--- config.mk ---
export PLATFORM = sky130hd
export DESIGN_NAME = serial_add_ctrl_flat
export DESIGN_NICKNAME = d
export VERILOG_FILES = /design/src/rtl/serial_add_pkg.sv /design/src/rtl/serial_add_ctrl_if.sv /design/src/rtl/fa_cell.sv /design/src/rtl/serial_add_ctrl.sv /design/src/flat_wrapper.sv
export SDC_FILE = /design/constraint.sdc
export NUM_CORES = 1
export LEC_CHECK = 0
export ABC_AREA = 1
export CAP_MARGIN = 40
export CORE_MARGIN = 3
export CORE_UTILIZATION = 52
export CTS_BUF_LIST = sky130_fd_sc_hd__clkbuf_4 sky130_fd_sc_hd__clkbuf_8 sky130_fd_sc_hd__clkbuf_16
export CTS_CLUSTER_SIZE = 16
export DETAILED_ROUTE_END_ITERATION = 7
export GPL_TIMING_DRIVEN = 0
export PLACE_DENSITY = 0.87
export RECOVER_POWER = 25
export SLEW_MARGIN = 15
export SYNTH_ARGS = -nofsm -noshare
export SYNTH_HDL_FRONTEND = slang
export SYNTH_SLANG_ARGS = --single-unit
--- constraint.sdc ---
create_clock -name clk -period 1.5 [get_ports clk]
set_clock_uncertainty 0.05 [all_clocks]
set_input_delay 0.3 -clock clk [delete_from_list [all_inputs] [get_ports clk]]
set_output_delay 0.3 -clock clk [all_outputs]
set_load 0.02 [all_outputs]
--- src/rtl/serial_add_pkg.sv ---
// rtl/serial_add_pkg.sv - shared types and constants for the bit-serial adder controller
package serial_add_pkg;

  typedef enum logic [1:0] {
    IDLE = 2'd0,
    RUN  = 2'd1,
    DONE = 2'd2
  } state_t;

  localparam int WIDTH_MIN = 2;
  localparam int WIDTH_MAX = 64;

  // Bit counter only has to reach WIDTH-1, so clog2(WIDTH) bits suffice
  function automatic int cnt_width(input int width);
    return (width <= 2) ? 1 : $clog2(width);
  endfunction

endpackage

--- src/rtl/serial_add_ctrl_if.sv ---
// rtl/serial_add_ctrl_if.sv - request/result bundle between requester and serial adder
interface serial_add_ctrl_if #(
  parameter int WIDTH = 8
);

  logic             start;
  logic [WIDTH-1:0] a;
  logic [WIDTH-1:0] b;
  logic             cin;
  logic             busy;
  logic             done;
  logic [WIDTH-1:0] sum;
  logic             cout;

  modport master (output start, a, b, cin, input busy, done, sum, cout);
  modport slave  (input start, a, b, cin, output busy, done, sum, cout);

endinterface

--- src/rtl/fa_cell.sv ---
// rtl/fa_cell.sv - combinational 1-bit full adder used as the serial datapath
module fa_cell (
  input  logic a,
  input  logic b,
  input  logic cin,
  output logic sum,
  output logic cout
);

  assign sum  = a ^ b ^ cin;
  assign cout = (a & b) | (cin & (a ^ b));

endmodule

--- src/rtl/serial_add_ctrl.sv ---
// rtl/serial_add_ctrl.sv - sequences one full adder over WIDTH cycles to form a+b+cin
module serial_add_ctrl
  import serial_add_pkg::*;
#(
  parameter int WIDTH = 8
) (
  input  logic             clk,
  input  logic             rst_n,
  serial_add_ctrl_if.slave bus
);

  localparam int                CW       = cnt_width(WIDTH);
  localparam logic [CW-1:0]     CNT_LAST = CW'(WIDTH - 1);

  if (WIDTH < WIDTH_MIN || WIDTH > WIDTH_MAX) begin : g_width_check
    $error("serial_add_ctrl: WIDTH out of range");
  end

  state_t           state;
  state_t           state_next;
  logic [WIDTH-1:0] a_sr;
  logic [WIDTH-1:0] b_sr;
  logic [WIDTH-1:0] res_sr;
  logic [WIDTH-1:0] sum_q;
  logic             carry;
  logic             cout_q;
  logic [CW-1:0]    cnt;
  logic             fa_sum;
  logic             fa_cout;
  logic             accept;
  logic             last;

  fa_cell u_fa (
    .a    (a_sr[0]),
    .b    (b_sr[0]),
    .cin  (carry),
    .sum  (fa_sum),
    .cout (fa_cout)
  );

  always_comb begin
    state_next = state;
    accept     = 1'b0;
    last       = 1'b0;
    unique case (state)
      IDLE: begin
        if (bus.start) begin
          state_next = RUN;
          accept     = 1'b1;
        end
      end
      RUN: begin
        if (cnt == CNT_LAST) begin
          state_next = DONE;
          last       = 1'b1;
        end
      end
      DONE: begin
        accept     = bus.start;
        state_next = bus.start ? RUN : IDLE;
      end
      default: state_next = IDLE;
    endcase
  end

  always_ff @(posedge clk or negedge rst_n) begin
    if (!rst_n) begin
      state  <= IDLE;
      a_sr   <= '0;
      b_sr   <= '0;
      res_sr <= '0;
      sum_q  <= '0;
      carry  <= 1'b0;
      cout_q <= 1'b0;
      cnt    <= '0;
    end else begin
      state <= state_next;
      if (accept) begin
        a_sr  <= bus.a;
        b_sr  <= bus.b;
        carry <= bus.cin;
        cnt   <= '0;
      end else if (state == RUN) begin
        a_sr   <= a_sr >> 1;
        b_sr   <= b_sr >> 1;
        carry  <= fa_cout;
        res_sr <= {fa_sum, res_sr[WIDTH-1:1]};
        // Hold the counter on the final bit so it never wraps for power-of-two widths
        if (last) begin
          sum_q  <= {fa_sum, res_sr[WIDTH-1:1]};
          cout_q <= fa_cout;
        end else begin
          cnt <= cnt + 1'b1;
        end
      end
    end
  end

  assign bus.busy = (state == RUN);
  assign bus.done = (state == DONE);
  assign bus.sum  = sum_q;
  assign bus.cout = cout_q;

endmodule
--- src/flat_wrapper.sv ---
// flat-port wrapper written by rule: the top's interface ports become plain ports
module serial_add_ctrl_flat import serial_add_pkg::*;
#(
  parameter int WIDTH = 8
)
  (clk, rst_n, bus_start, bus_a, bus_b, bus_cin, bus_busy, bus_done, bus_sum, bus_cout);
  serial_add_ctrl_if #(.WIDTH(WIDTH)) bus_i ();
  input  logic clk;
  input  logic rst_n;
  input wire logic [$bits(bus_i.start)-1:0] bus_start;
  input wire logic [$bits(bus_i.a)-1:0] bus_a;
  input wire logic [$bits(bus_i.b)-1:0] bus_b;
  input wire logic [$bits(bus_i.cin)-1:0] bus_cin;
  output wire logic [$bits(bus_i.busy)-1:0] bus_busy;
  output wire logic [$bits(bus_i.done)-1:0] bus_done;
  output wire logic [$bits(bus_i.sum)-1:0] bus_sum;
  output wire logic [$bits(bus_i.cout)-1:0] bus_cout;
  assign bus_i.start = bus_start;
  assign bus_i.a = bus_a;
  assign bus_i.b = bus_b;
  assign bus_i.cin = bus_cin;
  assign bus_busy = bus_i.busy;
  assign bus_done = bus_i.done;
  assign bus_sum = bus_i.sum;
  assign bus_cout = bus_i.cout;
  serial_add_ctrl #(.WIDTH(WIDTH)) u_core (.clk(clk), .rst_n(rst_n), .bus(bus_i));
endmodule
==> reports/qor.txt, run 1 <==
PnR worst setup slack: -0.06688 ns
Cell with the most instances after synthesis: nand2_1
RSZ-0062 raised after global routing: true
Register area share after synthesis: 53.79%
I/O Pins: 31
Multi-input gate area: 659.4 um2
Worst Hold Class: input port to asynchronous set/reset pin
Fraction of layout cells with a size suffix above 1: 14.81%
Non-Filler Instances: 314
CP arrival: 1.22 ns
I/O Buffers: 29
Post-synth top flop: dfrtp_1
Sw frac: 39.76%
Tot GR Track Use: 19.68%
Unique masters post-synth: 16
Wire per inst: 12.68 um
Post-synthesis cell area: 1768 um2
Starting Density: 56.07%
Largest net degree at the start of global routing: 37
Antenna violations before repair: 0
Layout area overhead: 33.69%
Via count: 1556
Register area: 950.9 um2
Dpl cells: 293
ANT cells: 0
Leak pwr: 1.301 nW
# rows: 20
H-tree depth: 2
Net Sw Power: 1.921 mW
Worst Tran Pin Value: 0.7844 ns
Max clock buf depth: 2
GRT Residual Overflow: 0
First-pass DRT Iterations: 4
Final worst-path cycle share: 104.5%
Synth area leader: dfrtp_1
Vias in the first global route: 1409
CTS clock-pin slew for the worst setup and hold paths: 0.11 ns
Slew Limit Fails: 0
Max_slew headroom: 47.70%
Failing checks: setup timing
Top cell type's share of synthesized area: 53.79%
Clk Latency, worst-skew pair: 0.36 ns
Setup CP Type: flop to output port
Max Clk Rate: 0.6382 GHz
Synth top area cells: dfrtp_1 54%, nand2_1 18%, nand3_1 7.6%
Antenna-violating nets left: 0
Setup Viol. Count Final: 2
Drt total wl: 3.980 mm
P_int: 2.910 mW
CP Launch Type: flop
CP Capture Type: output port
DRC: 0
Sequential share of power: 36.2%
Yosys reg bits: 38
TritonCTS clock tree: yes
Combinational power share: 45.7%
First-pass GRT wire length: 6.265 mm
Avg Inst Size Synth: 8.073 um2
Ys Warns: 0
Inserted Clock Buffers: 5
# fillers: 215
Required time of the critical path: 1.15 ns
Final hold vios: 0
Max-capacitance violation count: 0
Worst R2R Setup Slack: 0.02 ns
Hpwl dp: 2.388 mm
Die ar.: 4136 um2
Hold slack: 0.1980 ns
Pre-CTS WS: -0.1985 ns
Number of vias per cell: 4.955
Core ar.: 3153 um2
GPL Wtd Cong: 0.7765
Post-synth top cells: 86 x nand2_1, 38 x dfrtp_1, 34 x inv_1
Clk pwr share: 18.1%
Synth async-reset ratio: 100.0%
Post-synth EDFFs: 0
Root Driver: clkbuf_4
Die Width: 64.31 um
TritonCTS Sinks: 38
Final core occ: 74.96%
Mapped Cells: 219
Drt initial violations: 128
Tmin final: 1.567 ns
Power Dens Cells: 2044 nW/um2
Peak supply drop: 1.254 mV
Outcome: complete, but fails checks
Critical path peak fanout: 5
Die Y: 64.31 um
Layout Nets: 292
Syn nets: 242
==> logic make-up (layout without fill, tap and decap cells) <==
family,Yosys count,in the layout,share of synthesized area [%]
flip-flops,38,38,53.79
adder cells (fa/ha/maj),3,3,2.548
buffers and inverters,43,94,10.33
AO/OA/AOI/OAI,15,15,4.246
AND/OR/NAND/NOR,120,120,29.09
==> critical path: stages (launching register included) <==
cell and delay (ns):
dfrtp_1 0.45, buf_6 0.16, nor2_2 0.11, buf_4 0.15
==> power groups by stage <==
stage / Combinational, mW / Sequential [mW] / Clock (mW)
after floorplan: 1.19 / 1.84 / 0
after global placement: 1.84 / 1.74 / 0
after detailed placement: 1.91 / 1.76 / 0
after CTS: 2.01 / 1.73 / 0.877
after global routing: 2.49 / 1.81 / 0.939
final: 2.21 / 1.75 / 0.874
==> per-stage QoR <==
stage,power (mW),instance area [um2],setup TNS (ns)
3_3_place_gp,3.582,2113,-28.41
3_5_place_dp,3.674,2128,-0.3221
4_1_cts,4.617,2288,-0.1514
6_report,4.831,2364,-0.1236
2_1_floorplan,3.031,1768,0
5_1_grt,5.241,2364,-0.3194
==> sequential cells by signal, summed over array words and instances (netlist names) <==
name	cells
u_core.a_sr	8
u_core.b_sr	8
u_core.bus.cout	1
u_core.bus.sum	8
u_core.carry	1
u_core.cnt	3
u_core.res_sr	7
u_core.state	2
==> cell usage in the layout (no fill, tap or decap), types with 2 or more instances in the layout <==
master            n
nand2_1          86
nor2_2            2
inv_1            33
buf_6             7
buf_4            12
dfrtp_1          38
bufinv_16         2
dlygate4sd2_1     9
clkdlybuf4s50_1  17
o21ai_0          13
nand2_8           2
nand3_1          26
buf_2             3
o21ai_1           2
ha_1              2
clkbuf_4          5
==> final timing paths <==
check | startpoint | to | cells past startpoint
setup / recovery | u_core.state[0]$_DFFE_PN0P_ | bus_done | 3
hold / removal | rst_n | u_core.a_sr[7]$_DFFE_PN0P_ | 2
setup reg to reg | u_core.state[0]$_DFFE_PN0P_ | u_core.a_sr[0]$_DFFE_PN0P_ | 9
hold reg to reg | u_core.b_sr[6]$_DFFE_PN0P_ | u_core.b_sr[6]$_DFFE_PN0P_ | 2
max in group asynchronous | rst_n | u_core.bus.sum[6]$_DFFE_PN0P_ | 3
min in group clk | bus_start | u_core.b_sr[2]$_DFFE_PN0P_ | 4
==> what timing repair did <==
item                                    CTS  global route
pin swaps                                 1             1
hold endpoints to repair                 38             0
endpoints found under the setup margin   11            16
hold buffers                              1             0
gates resized for setup                  24            17
buffers inserted                          6             6
==> area by class of cell <==
cell class	instances	share of cell area (%)
plain buffers	7	2.806
clock buffers	5	1.588
clock inverters	3	2.912
inverters	36	6.141
multi-input cells	138	27.90
flip-flops and latches	38	40.23
well taps	44	2.329
repair buffers	43	16.09
==> routing by layer <==
layer	wire, um	vias to the layer above	global-route usage (%)
met5	0	-	0
met4	95	0	9.499
met3	196	10	3.163
met2	1948	51	30.80
met1	1739	724	26.61
li1	-	771	-
Note: power is estimated with default switching activity, not from simulation.
==> run 2: changes to the inputs <==
--- a/config.mk
+++ b/config.mk
@@ -12,7 +12,6 @@
 export CTS_BUF_LIST = sky130_fd_sc_hd__clkbuf_4 sky130_fd_sc_hd__clkbuf_8 sky130_fd_sc_hd__clkbuf_16
 export CTS_CLUSTER_SIZE = 16
 export DETAILED_ROUTE_END_ITERATION = 7
-export GPL_TIMING_DRIVEN = 0
 export PLACE_DENSITY = 0.87
 export RECOVER_POWER = 25
 export SLEW_MARGIN = 15
==> constraint.sdc (replaced) <==
create_clock -name clk -period 1.5 [get_ports clk]
set_clock_uncertainty 0.05 [all_clocks]
set_input_delay 0.225 -clock clk [delete_from_list [all_inputs] [get_ports clk]]
set_output_delay 0.225 -clock clk [all_outputs]
set_load 0.02 [all_outputs]
==> run 2 against run 1 <==
  * The flow now finishes without violations
  * Sequential share of layout area grew 1.4 points
  * Sequential power hardly changed
  * Register-to-register slack better by 0.13 ns
  * Critical path type unchanged
==> reports/qor.txt, run 2 (same netlist as run 1, synthesis figures left out) <==
Outcome: finished clean
CP Capture Type: output port
Max-capacitance violation count: 0
ANT cells: 0
I/O Pins: 31
Core ar.: 3153 um2
Net Sw Power: 1.777 mW
PnR worst setup slack: 0.1275 ns
Via count: 1460
First-pass GRT wire length: 6.058 mm
Sequential share of power: 37.9%
# fillers: 254
Required time of the critical path: 1.22 ns
Dpl cells: 299
CTS clock-pin slew for the worst setup and hold paths: 0.11 ns
Inserted Clock Buffers: 5
Non-Filler Instances: 308
Wire per inst: 11.63 um
Max clock buf depth: 2
Setup Viol. Count Final: 0
Max_slew headroom: 40.45%
CP arrival: 1.10 ns
Number of vias per cell: 4.740
Vias in the first global route: 1425
Antenna violations before repair: 0
Combinational power share: 42.5%
Final core occ: 72.50%
Drt initial violations: 76
Pre-CTS WS: 0.05065 ns
Leak pwr: 1.280 nW
Largest net degree at the start of global routing: 39
# rows: 20
TritonCTS Sinks: 38
Final hold vios: 0
Power Dens Cells: 2020 nW/um2
Worst Hold Class: input port to flop
Fin Setup TNS: 0 ns
Peak supply drop: 0.8990 mV
Worst Tran Pin Value: 0.8932 ns
Slowest-stage cell, CP: dfrtp_1
CP Launch Type: flop
DRC: 0
Hpwl dp: 2.508 mm
Die ar.: 4136 um2
Antenna-violating nets left: 0
Layout Nets: 286
Final worst-path cycle share: 91.50%
RSZ-0062 raised after global routing: false
Sw frac: 38.47%
Clk pwr share: 19.5%
GRT Residual Overflow: 0
Clk Latency, worst-skew pair: 0.35 ns
Crit path cell chain: inv_2 -> nor2_4 -> buf_2
I/O Buffers: 30
Slew Limit Fails: 0
Commonest non-fill, non-tap cell in the layout: nand2_1
First-pass DRT Iterations: 4
Max Clk Rate: 0.7286 GHz
Drt total wl: 3.583 mm
GPL Wtd Cong: 0.7913
CP max stage delay: 0.42 ns
Critical path peak fanout: 4
P_int: 2.842 mW
Setup CP Type: flop to output port
Tot GR Track Use: 19.31%
Most frequent cells in the layout: 86 x nand2_1, 38 x dfrtp_1, 34 x inv_1
Die Width: 64.31 um
Fraction of layout cells with a size suffix above 1: 12.12%
Die Y: 64.31 um
Layout area overhead: 29.30%
Tmin final: 1.372 ns
H-tree depth: 2
Root Driver: clkbuf_4
Starting Density: 56.07%
TritonCTS clock tree: yes
## run 2: final timing paths
check / startpoint / end / slack (ns) / depth (start not counted)
max: u_core.state[0]$_DFFE_PN0P_ / bus_busy / 0.13 / 3
min: bus_b[7] / u_core.b_sr[7]$_DFFE_PN0P_ / 0.35 / 3
max reg2reg: u_core.cnt[0]$_DFFE_PN0P_ / u_core.cnt[1]$_DFFE_PN0P_ / 0.15 / 7
min reg2reg: u_core.b_sr[7]$_DFFE_PN0P_ / u_core.b_sr[7]$_DFFE_PN0P_ / 0.43 / 2
max in group asynchronous: rst_n / u_core.b_sr[3]$_DFFE_PN0P_ / 0.38 / 2
min in group asynchronous: rst_n / u_core.a_sr[6]$_DFFE_PN0P_ / 0.46 / 2
## run 2: per-layer routing
layer	global-route usage [%]	share of wire, %	wire length [um]	vias to the layer above
met5	0	0	0	-
met4	9.499	2.2	80	0
met3	5.624	4.1	148	8
met2	30.80	50	1780	31
met1	23.88	44	1574	668
li1	-	-	-	753
## run 2: cell type report
| class | instances | area (um2) | share of cell area (%) |
|---|---|---|---|
| sequential | 38 | 950.9 | 41.60 |
| multi-input combinational | 138 | 639.4 | 27.97 |
| timing repair buffer | 44 | 394.1 | 17.24 |
| inverter | 36 | 135.1 | 5.911 |
| clock inverter | 2 | 60.06 | 2.627 |
| tap | 44 | 55.05 | 2.408 |
| clock buffer | 6 | 51.30 | 2.244 |
## run 2: repair_timing
| action | in CTS | in global routing |
|---|---|---|
| setup endpoints to repair | 11 | 5 |
| resized for setup | 15 | 3 |
| pin swaps | 0 | 0 |
| hold buffers | 0 | 0 |
| buffers inserted | 0 | 1 |
## run 2: power by group through the flow
stage | Clock (mW) | Combinational [mW] | Sequential (mW)
floorplan | 0 | 1.19 | 1.84
global placement | 0 | 1.93 | 1.74
detailed placement | 0 | 2.03 | 1.77
CTS | 0.919 | 1.97 | 1.75
global route | 0.975 | 2.23 | 1.80
finish | 0.902 | 1.96 | 1.75
## run 2: per-stage QoR
stage,hold WS [ns],area (um2),power (mW)
final,0.3463,2286,4.618
after global routing,0.3359,2286,5.005
after detailed placement,0.4091,2198,3.798
after floorplan,-0.1206,1768,3.031
after CTS,0.1830,2301,4.642
after global placement,0.4053,2198,3.675
## run 2: worst max-delay path: cells and delay by family, from the launching register on
family                 cells  cell delay, ns
buffers and inverters      2            0.24
and+or+nand+nor            1            0.09
DFF                        1            0.42
==> run 3: changes to the inputs <==
--- a/config.mk
+++ b/config.mk
@@ -12,6 +12,8 @@
 export CTS_BUF_LIST = sky130_fd_sc_hd__clkbuf_4 sky130_fd_sc_hd__clkbuf_8 sky130_fd_sc_hd__clkbuf_16
 export CTS_CLUSTER_SIZE = 16
 export DETAILED_ROUTE_END_ITERATION = 7
+export GPL_ROUTABILITY_DRIVEN = 1
+export HOLD_SLACK_MARGIN = 0.06
 export PLACE_DENSITY = 0.87
 export RECOVER_POWER = 25
 export SLEW_MARGIN = 15
==> constraint.sdc (replaced) <==
create_clock -name clk -period 1.5 [get_ports clk]
set_clock_uncertainty 0.05 [all_clocks]
set_input_delay 0.225 -clock clk [delete_from_list [all_inputs] [get_ports clk]]
set_output_delay 0.225 -clock clk [all_outputs]
set_load 0.1 [all_outputs]
==> run 3 against run 2 <==
  * The flow now finishes with violations (setup timing)
  * Via count rose by 3.7%
  * Final cell count decreased by 0.32%
  * Hold slack improved by 0.014 ns
  * Clock power decreased by 36%
  * Sequential power increased by 5%
  * Setup slack got worse by 0.14 ns
  * Sequential share of layout area is 1.4 points lower
  * Flip-flop and latch count stayed put
  * Power rose by 18%
  * Design area grew 3.7%
  * Routed wire length decreased by 1.4%
  * Largest power group unchanged
  * Highest routed layer unchanged
==> reports/qor.txt, run 3 (same netlist as run 1, synthesis figures left out) <==
CP max stage delay: 0.47 ns
TritonCTS Sinks: 38
Die Width: 64.31 um
Number of vias per cell: 4.932
Tot GR Track Use: 18.22%
Post-cts hold buffer count: 0
RSZ-0062 raised after global routing: true
H-tree depth: 2
ANT cells: 0
CP Launch Type: flop
Fin Setup TNS: -0.01528 ns
R2R Path End: u_core.cnt[1]$_DFFE_PN0P_
Final hold vios: 0
GRT Residual Overflow: 0
Peak supply drop: 0.9367 mV
Critical Path Source: u_core.state[0]$_DFFE_PN0P_
Slew Limit Fails: 0
Commonest non-fill, non-tap cell in the layout: nand2_1
Failing checks: setup timing
Hold Startpoint: bus_b[7]
I/O Pins: 31
Inserted Clock Buffers: 5
Final core occ: 75.16%
Tmin final: 1.515 ns
CP arrival: 1.24 ns
Most frequent cells in the layout: 86 x nand2_1, 37 x dfrtp_1, 33 x inv_1
Hpwl dp: 2.610 mm
Max-capacitance violation count: 0
Slowest-stage cell, CP: dfrtp_2
DRC: 0
Setup CP Type: flop to output port
Die ar.: 4136 um2
R2r worst-path depth: 7
Worst reg2reg path startpoint: u_core.cnt[0]$_DFFE_PN0P_
Largest net degree at the start of global routing: 39
I/O Buffers: 30
Hold Path End: u_core.b_sr[7]$_DFFE_PN0P_
Drt initial violations: 66
GPL Wtd Cong: 0.8209
Antenna violations before repair: 0
PnR worst setup slack: -0.01528 ns
Drt total wl: 3.534 mm
Crit path cell chain: buf_6 -> nor2_4 -> buf_12
TritonCTS clock tree: yes
CP Buf/Inv Count: 2
Root Driver: clkbuf_4
Total power: 5.431 mW
Layout Nets: 285
Final worst-path cycle share: 101.0%
Required time of the critical path: 1.22 ns
Max clock buf depth: 2
First-pass GRT wire length: 5.816 mm
Dpl cells: 295
Critical path peak fanout: 3
Power Dens Cells: 2292 nW/um2
# rows: 20
Clk Latency, worst-skew pair: 0.34 ns
Setup Viol. Count Final: 1
Via count: 1514
Max Clk Rate: 0.6599 GHz
Wire per inst: 11.51 um
Worst Hold Class: input port to flop
Antenna-violating nets left: 0
CP Capture Type: output port
Outcome: complete, but fails checks
Fraction of layout cells with a size suffix above 1: 16.35%
Non-Filler Instances: 307
First-pass DRT Iterations: 4
CTS clock-pin slew for the worst setup and hold paths: 0.11 ns
Worst Tran Pin Value: 0.9126 ns
Hold depth: 3
Starting Density: 56.07%
Worst R2R Setup Slack: 0.13 ns
Max_slew headroom: 39.16%
Die Y: 64.31 um
Core ar.: 3153 um2
Leak pwr: 1.283 nW
Pre-CTS WS: 0.007612 ns
# fillers: 249
Vias in the first global route: 1403
Layout area overhead: 34.04%
CP top delay family: flip-flops
[run 3: final cells by class]
| class | instances | area [um2] | area share, % |
|---|---|---|---|
| inverters | 36 | 137.6 | 5.808 |
| repair buffers | 43 | 509.2 | 21.49 |
| well taps | 44 | 55.05 | 2.323 |
| multi-input cells | 138 | 651.9 | 27.51 |
| flip-flops and latches | 38 | 952.2 | 40.18 |
| clock inverters | 1 | 5.005 | 0.2112 |
| clock buffers | 7 | 58.81 | 2.482 |
[run 3: metal layers]
| layer | GRT usage, % | share of wire (%) | up-vias |
|---|---|---|---|
| li1 | - | - | 759 |
| met3 | 5.800 | 4.9 | 6 |
| met2 | 33.63 | 50 | 39 |
| met1 | 19.63 | 44 | 710 |
| met4 | 5.541 | 1.3 | 0 |
| met5 | 0 | 0 | - |
[run 3: worst reg2reg max path, cell delays in order, from the launching register on]
cell and delay, ns:
dfrtp_1 0.40, ha_1 0.20, ha_1 0.23, inv_1 0.11, nand3_2 0.12, inv_1 0.11
nand2_1 0.05, nand2_1 0.06
[run 3: where the power goes]
group	internal [mW]	total [mW]	switching, mW
clock	0.245	0.575	0.330
combinational	1.12	3.03	1.91
sequential	1.49	1.83	0.334
total	2.86	5.43	2.58
[run 3: worst max path at each step]
stage,slack [ns],depth (start not counted),to
6_report,-0.02,3,bus_done
5_1_grt,-0.04,3,bus_done
4_1_cts,-0.01,3,bus_done
3_5_place_dp,0.008,7,u_core.a_sr[3]$_DFFE_PN0P_
3_3_place_gp,0.04,6,u_core.b_sr[3]$_DFFE_PN0P_
2_1_floorplan,-0.13,6,u_core.bus.sum[6]$_DFFE_PN0P_
[run 3: metrics by stage]
step / instance area (um2) / hold WS (ns)
global placement: 2281 / 0.4085
global route: 2370 / 0.3967
CTS: 2372 / 0.1988
finish: 2370 / 0.3601
floorplan: 1783 / -0.1206
detailed placement: 2281 / 0.4123
[run 3: timing repair]
action                     in CTS  in global routing
setup endpoints to repair       2                  5
gates cloned                    0                  0
setup buffers                   3                  1
gates resized for setup         3                  1
pin swaps                       2                  0
